`config.mk`:
```
export PLATFORM = sky130hd
export DESIGN_NAME = round_sequencer
export DESIGN_NICKNAME = d
export VERILOG_FILES = /design/src/rtl/round_sequencer.sv
export SDC_FILE = /design/constraint.sdc
export NUM_CORES = 1
export LEC_CHECK = 0
export ABC_AREA = 1
export CAP_MARGIN = 20
export CELL_PAD_IN_SITES_DETAIL_PLACEMENT = 0
export CELL_PAD_IN_SITES_GLOBAL_PLACEMENT = 1
export CORE_UTILIZATION = 45
export DETAILED_ROUTE_END_ITERATION = 8
export PLACE_DENSITY = 0.89
export SLEW_MARGIN = 20
export SYNTH_ARGS = -nofsm -noshare
export SYNTH_HDL_FRONTEND = slang
export SYNTH_SLANG_ARGS = --single-unit
```
`constraint.sdc`:
```
create_clock -name clk -period 3.8 [get_ports clk]
set_input_delay 0.38 -clock clk [delete_from_list [all_inputs] [get_ports clk]]
set_output_delay 0.38 -clock clk [all_outputs]
set_load 0.01 [all_outputs]
```
`src/rtl/round_sequencer.sv`:
```
// Round controller for the higher-or-lower game: draws cards from a free-running
// LFSR, evaluates guesses, keeps score/round counts and times the card reveal.
module round_sequencer #(
  parameter int          REVEAL_CYCLES = 200_000_000,
  parameter int          MAX_ROUNDS    = 10,
  parameter logic [15:0] LFSR_SEED     = 16'hACE1
) (
  input  logic       clk,
  input  logic       reset,
  input  logic       higher_pulse,
  input  logic       lower_pulse,
  input  logic       confirm_pulse,
  output logic [2:0] state,
  output logic [3:0] cur_num,
  output logic [3:0] next_num,
  output logic       reveal,
  output logic [7:0] score,
  output logic [7:0] round,
  output logic [2:0] rgb_led
);

  localparam int TW = $clog2(REVEAL_CYCLES);
  localparam logic [TW-1:0] TIMER_LAST = TW'(REVEAL_CYCLES - 1);
  localparam logic [7:0]    ROUND_WIN  = 8'(MAX_ROUNDS);

  typedef enum logic [2:0] {
    IDLE   = 3'd0,
    DEAL   = 3'd1,
    GUESS  = 3'd2,
    REVEAL = 3'd3,
    OVER   = 3'd5,
    DONE   = 3'd6
  } state_t;

  state_t        state_q, state_d;
  logic [15:0]   lfsr;
  logic          lfsr_fb;
  logic [3:0]    draw;
  logic [TW-1:0] timer, timer_d;
  logic          guess_h, guess_d;
  logic          correct, correct_d;
  logic [3:0]    cur_d, next_d;
  logic [7:0]    score_d, round_d;
  logic          reveal_d;
  logic [2:0]    rgb_d;

  // Counters stop at 255 instead of wrapping.
  function automatic logic [7:0] sat_inc(input logic [7:0] v);
    return (v == 8'hFF) ? v : v + 8'd1;
  endfunction

  // LED colour follows the state the FSM is about to enter.
  function automatic logic [2:0] led_for(input state_t s, input logic c);
    case (s)
      GUESS:   return 3'b001;
      REVEAL:  return c ? 3'b010 : 3'b100;
      OVER:    return 3'b100;
      DONE:    return 3'b010;
      default: return 3'b000;
    endcase
  endfunction

  assign lfsr_fb = lfsr[15] ^ lfsr[13] ^ lfsr[12] ^ lfsr[10];
  assign draw    = lfsr[3:0];
  assign state   = state_q;

  // Next-state and next-value logic for every registered output.
  always_comb begin
    state_d   = state_q;
    timer_d   = timer;
    guess_d   = guess_h;
    correct_d = correct;
    cur_d     = cur_num;
    next_d    = next_num;
    score_d   = score;
    round_d   = round;
    case (state_q)
      IDLE: begin
        cur_d     = 4'd0;
        next_d    = 4'd0;
        score_d   = 8'd0;
        round_d   = 8'd0;
        correct_d = 1'b0;
        if (confirm_pulse) state_d = DEAL;
      end
      DEAL: begin
        cur_d   = draw;
        state_d = GUESS;
      end
      GUESS: begin
        // Exactly one direction button; a simultaneous pair is ambiguous.
        if (higher_pulse ^ lower_pulse) begin
          guess_d   = higher_pulse;
          next_d    = draw;
          timer_d   = '0;
          correct_d = higher_pulse ? (draw > cur_num) : (draw < cur_num);
          state_d   = REVEAL;
        end
      end
      REVEAL: begin
        if (timer == TIMER_LAST) begin
          if (correct) begin
            score_d = sat_inc(score);
            round_d = sat_inc(round);
            if (round_d == ROUND_WIN) begin
              state_d = DONE;
            end else begin
              cur_d   = next_num;
              state_d = GUESS;
            end
          end else begin
            state_d = OVER;
          end
        end else begin
          timer_d = timer + 1'b1;
        end
      end
      OVER, DONE: begin
        if (confirm_pulse) begin
          state_d   = IDLE;
          cur_d     = 4'd0;
          next_d    = 4'd0;
          score_d   = 8'd0;
          round_d   = 8'd0;
          correct_d = 1'b0;
        end
      end
      default: begin
        state_d   = IDLE;
        cur_d     = 4'd0;
        next_d    = 4'd0;
        score_d   = 8'd0;
        round_d   = 8'd0;
        correct_d = 1'b0;
      end
    endcase
    reveal_d = (state_d == REVEAL) || (state_d == OVER) || (state_d == DONE);
    rgb_d    = led_for(state_d, correct_d);
  end

  // State, LFSR, timer and output registers with synchronous active-low reset.
  always_ff @(posedge clk) begin
    if (!reset) begin
      state_q  <= IDLE;
      lfsr     <= LFSR_SEED;
      timer    <= '0;
      guess_h  <= 1'b0;
      correct  <= 1'b0;
      cur_num  <= 4'd0;
      next_num <= 4'd0;
      score    <= 8'd0;
      round    <= 8'd0;
      reveal   <= 1'b0;
      rgb_led  <= 3'b000;
    end else begin
      state_q  <= state_d;
      lfsr     <= {lfsr[14:0], lfsr_fb};
      timer    <= timer_d;
      guess_h  <= guess_d;
      correct  <= correct_d;
      cur_num  <= cur_d;
      next_num <= next_d;
      score    <= score_d;
      round    <= round_d;
      reveal   <= reveal_d;
      rgb_led  <= rgb_d;
    end
  end

endmodule

```
==> results.yml <==
clocking:
  post_cts_hold_buffer_count: 0
  insertion_delay_ns: 0.36
  clk_path_buf_depth: 2
  cts_root_buffer: "clkbuf_8"
  cts_setup_buffers: 0
  post_cts_resized: 0
  tritoncts: "yes"
  cts_sinks: 76
  cts.clk_slew.worst_paths_ns: 0.09
  clock_tree.htree_level_count: 3
  tritoncts.num_buffers: 9
power_and_ir_drop:
  switching_power_mw: 0.6241
  power-per-cell-area_nw_per_um2: 406.4
  post-layout-total-power_mw: 1.976
  clock_power_share: 0.369
  internal_power_mw: 1.352
  irDropWorstVdd_mv: 0.2785
  power.share.sequential: 0.439
  swShare: 0.3158
  leakage_dissipation_nw: 1.884
  power_frac_comb: 0.192
critical_path:
  cp.required_ns: 4.05
  path_class: "flip-flop to flip-flop"
  worst_r2r_startpoint: "state[1]"
  critical_path_arrival_ns: 2.64
  cp-startpoint: "state[1]"
  rr_worst_depth: 9
  critical_path.max_fanout: 26
  rrSetupSlack_ns: 1.41
  timing.critical_path.from_type: "flip-flop"
  r2r-end: "timer[5]"
  setup.worst_path.end_class: "flip-flop"
routing:
  postRouteWirelength_um: 10640
  avgViaCountPerCell: 5.329
  wl_per_cell_um: 13.73
  drc_errors: 0
  ant_nets: 0
  routed-via-count: 4130
  first_pass_iters: 4
  drt_iter0_markers: 320
die:
  coreArea_um2: 9153
  num_rows: 35
  fp.dieArea_um2: 9787
  boundaryPins: 36
  floorplan.die.width_um: 98.93
  chipHeight_um: 98.93
  starting_density: 0.4619
global_routing:
  grt_overflow: 0
  grt_start_max_net_pins: 51
  grt_antenna_before_repair: 0
  number_of_global_route_vias_before_repair: 3599
  grt_first_pass_wirelength_um: 17770
  global_route.usage.total: 0.2263
finish:
  antenna_cells_inserted: 0
  layout_common_cells: "155 x nand2_1, 76 x dfxtp_1, 71 x inv_1, 61 x nor2_1, 55 x a21oi_1"
  final_net_count: 672
  drive_gt1_frac: 0.07681
  finish.instance_area_um2: 4862
  layout_commonest_cell: "nand2_1"
  area.growth.synth_to_final_pct: 15.00
  nFillCells: 899
  finalCoreUtilization: 0.5312
synthesis:
  synth_async_sr_flop_share: 0
  synth_top_flop_cell: "dfxtp_1"
  synth_edf_count: 0
  net_count_of_the_mapped_netlist: 643
  syn-cell-area_um2: 4228
  part_of_the_yosys_area_used_for_sequential_elements: 0.3599
  postSynthRegisterBits: 76
  synth_warnings: 0
  syn_area_per_cell_um2: 6.711
  synth.distinct_cells: 38
  synth_cells: 630
place:
  detailed_place.area_um2: 4632
  dp.final_hpwl_um: 7615
  port-buffer-count: 35
  place_ws_ns: 1.272
  globalplace.congestion: 0.9655
timing:
  rsz0062_at_grt: "no"
  finalCritPeriodShare: 0.6287
  relSlewSlack: 0.5572
  finalWorstSetupSlack_ns: 1.411
  period_needed_ns: 2.389
  timing_worst_slew_pin_value_ns: 0.6618
  hold_violations: 0
  finalSetupTns_ns: 0
  timing.final.setup_violations: 0
  max_freq_ghz: 0.4186
  finClkSkew_ns: 0.009042
  finalMaxSlewViolations: 0
min_path:
  hold_path_startpoint: "lfsr[9]"
  hold-path-cell-count: 1
  holdCritPathClass: "flip-flop to flip-flop"
  hold_end: "lfsr[10]"
job:
  drv_cap: 0
outcome:
  run_status: "finished, final reports clean"
## registers in the layout, indices dropped and copies added, names as in the netlist
| register | flops |
|---|---|
| rgb_led | 3 |
| cur_num | 4 |
| reveal | 1 |
| lfsr | 16 |
| score | 8 |
| next_num | 4 |
| timer | 28 |
| round | 8 |
| correct | 1 |
| state | 3 |
## metal layers
| metal | vias to the layer above | wire (um) | GRT usage | share of wire |
|---|---|---|---|---|
| li1 | 2125 | - | - | - |
| met5 | - | 0 | 0 | 0 |
| met1 | 1911 | 5271 | 0.3214 | 0.50 |
| met2 | 84 | 4747 | 0.3550 | 0.45 |
| met4 | 0 | 136 | 0.07463 | 0.013 |
| met3 | 10 | 486 | 0.02837 | 0.046 |
## through the flow
step / hold WS [ns] / cells
floorplan: 0.3905 / 630
detailed placement: 0.3975 / 759
finish: 0.4158 / 775
global route: 0.4366 / 775
CTS: 0.4215 / 775
global placement: 0.3992 / 759
## critical path, cell delays in order, from the launching register on
cell     delay, ns
dfxtp_1       0.42
nand2_1       0.11
nor2_2        0.10
inv_1         0.27
a21oi_1       0.26
nand2_2       0.33
inv_2         0.38
nand2_1       0.15
o21ai_0       0.18
a21oi_1       0.06
## final cells by class
cell class,instances,area (um^2),area share
Inverter,77,294.0,0.06047
Tap cell,111,138.9,0.02856
Timing Repair Buffer,37,365.4,0.07514
Multi-Input combinational cell,458,2312,0.4756
Sequential cell,76,1521,0.3129
Clock inverter,7,106.4,0.02187
Clock buffer,9,123.9,0.02548
## kinds of logic after synthesis
group,after synthesis,share of synthesized area
multiplexers,1,0.002368
buffers and inverters,96,0.09322
flip-flops,76,0.3599
XOR/XNOR,13,0.02693
AO/OA/AOI/OAI,82,0.1051
adder cells (fa/ha/maj),8,0.02368
AND/OR/NAND/NOR,354,0.3889
## worst max-delay path by stage
stage,endpoint,slack (ns),depth (start not counted)
global route,timer[5],1.12,9
floorplan,cur_num[0],2.04,10
finish,timer[5],1.41,9
CTS,timer[5],1.37,9
detailed placement,timer[5],1.27,10
global placement,timer[3],1.32,10
## cells in the mapped netlist (7+ instances only)
cell type  count  area, um^2
or2_2          8       50.05
xor2_1         9       78.83
nor2_1        61       229.0
a21oi_1       55       275.3
nand2_1      155       581.8
nand2_2        7       43.79
nand4_1       31       193.9
ha_1           8       100.1
inv_1         71       266.5
nand3_1       51       255.2
clkbuf_1       8       30.03
o21ai_0       13       65.06
nor3_1        22       110.1
dfxtp_1       76        1521
## power by group through the flow
stage	sequential, mW	combinational (mW)	clock [mW]
2_1_floorplan	0.893	0.259	0
3_3_place_gp	0.886	0.373	0
3_5_place_dp	0.887	0.377	0
4_1_cts	0.869	0.380	0.746
5_1_grt	0.876	0.429	0.776
6_report	0.868	0.379	0.728
Note: power is estimated with default switching activity, not from simulation.
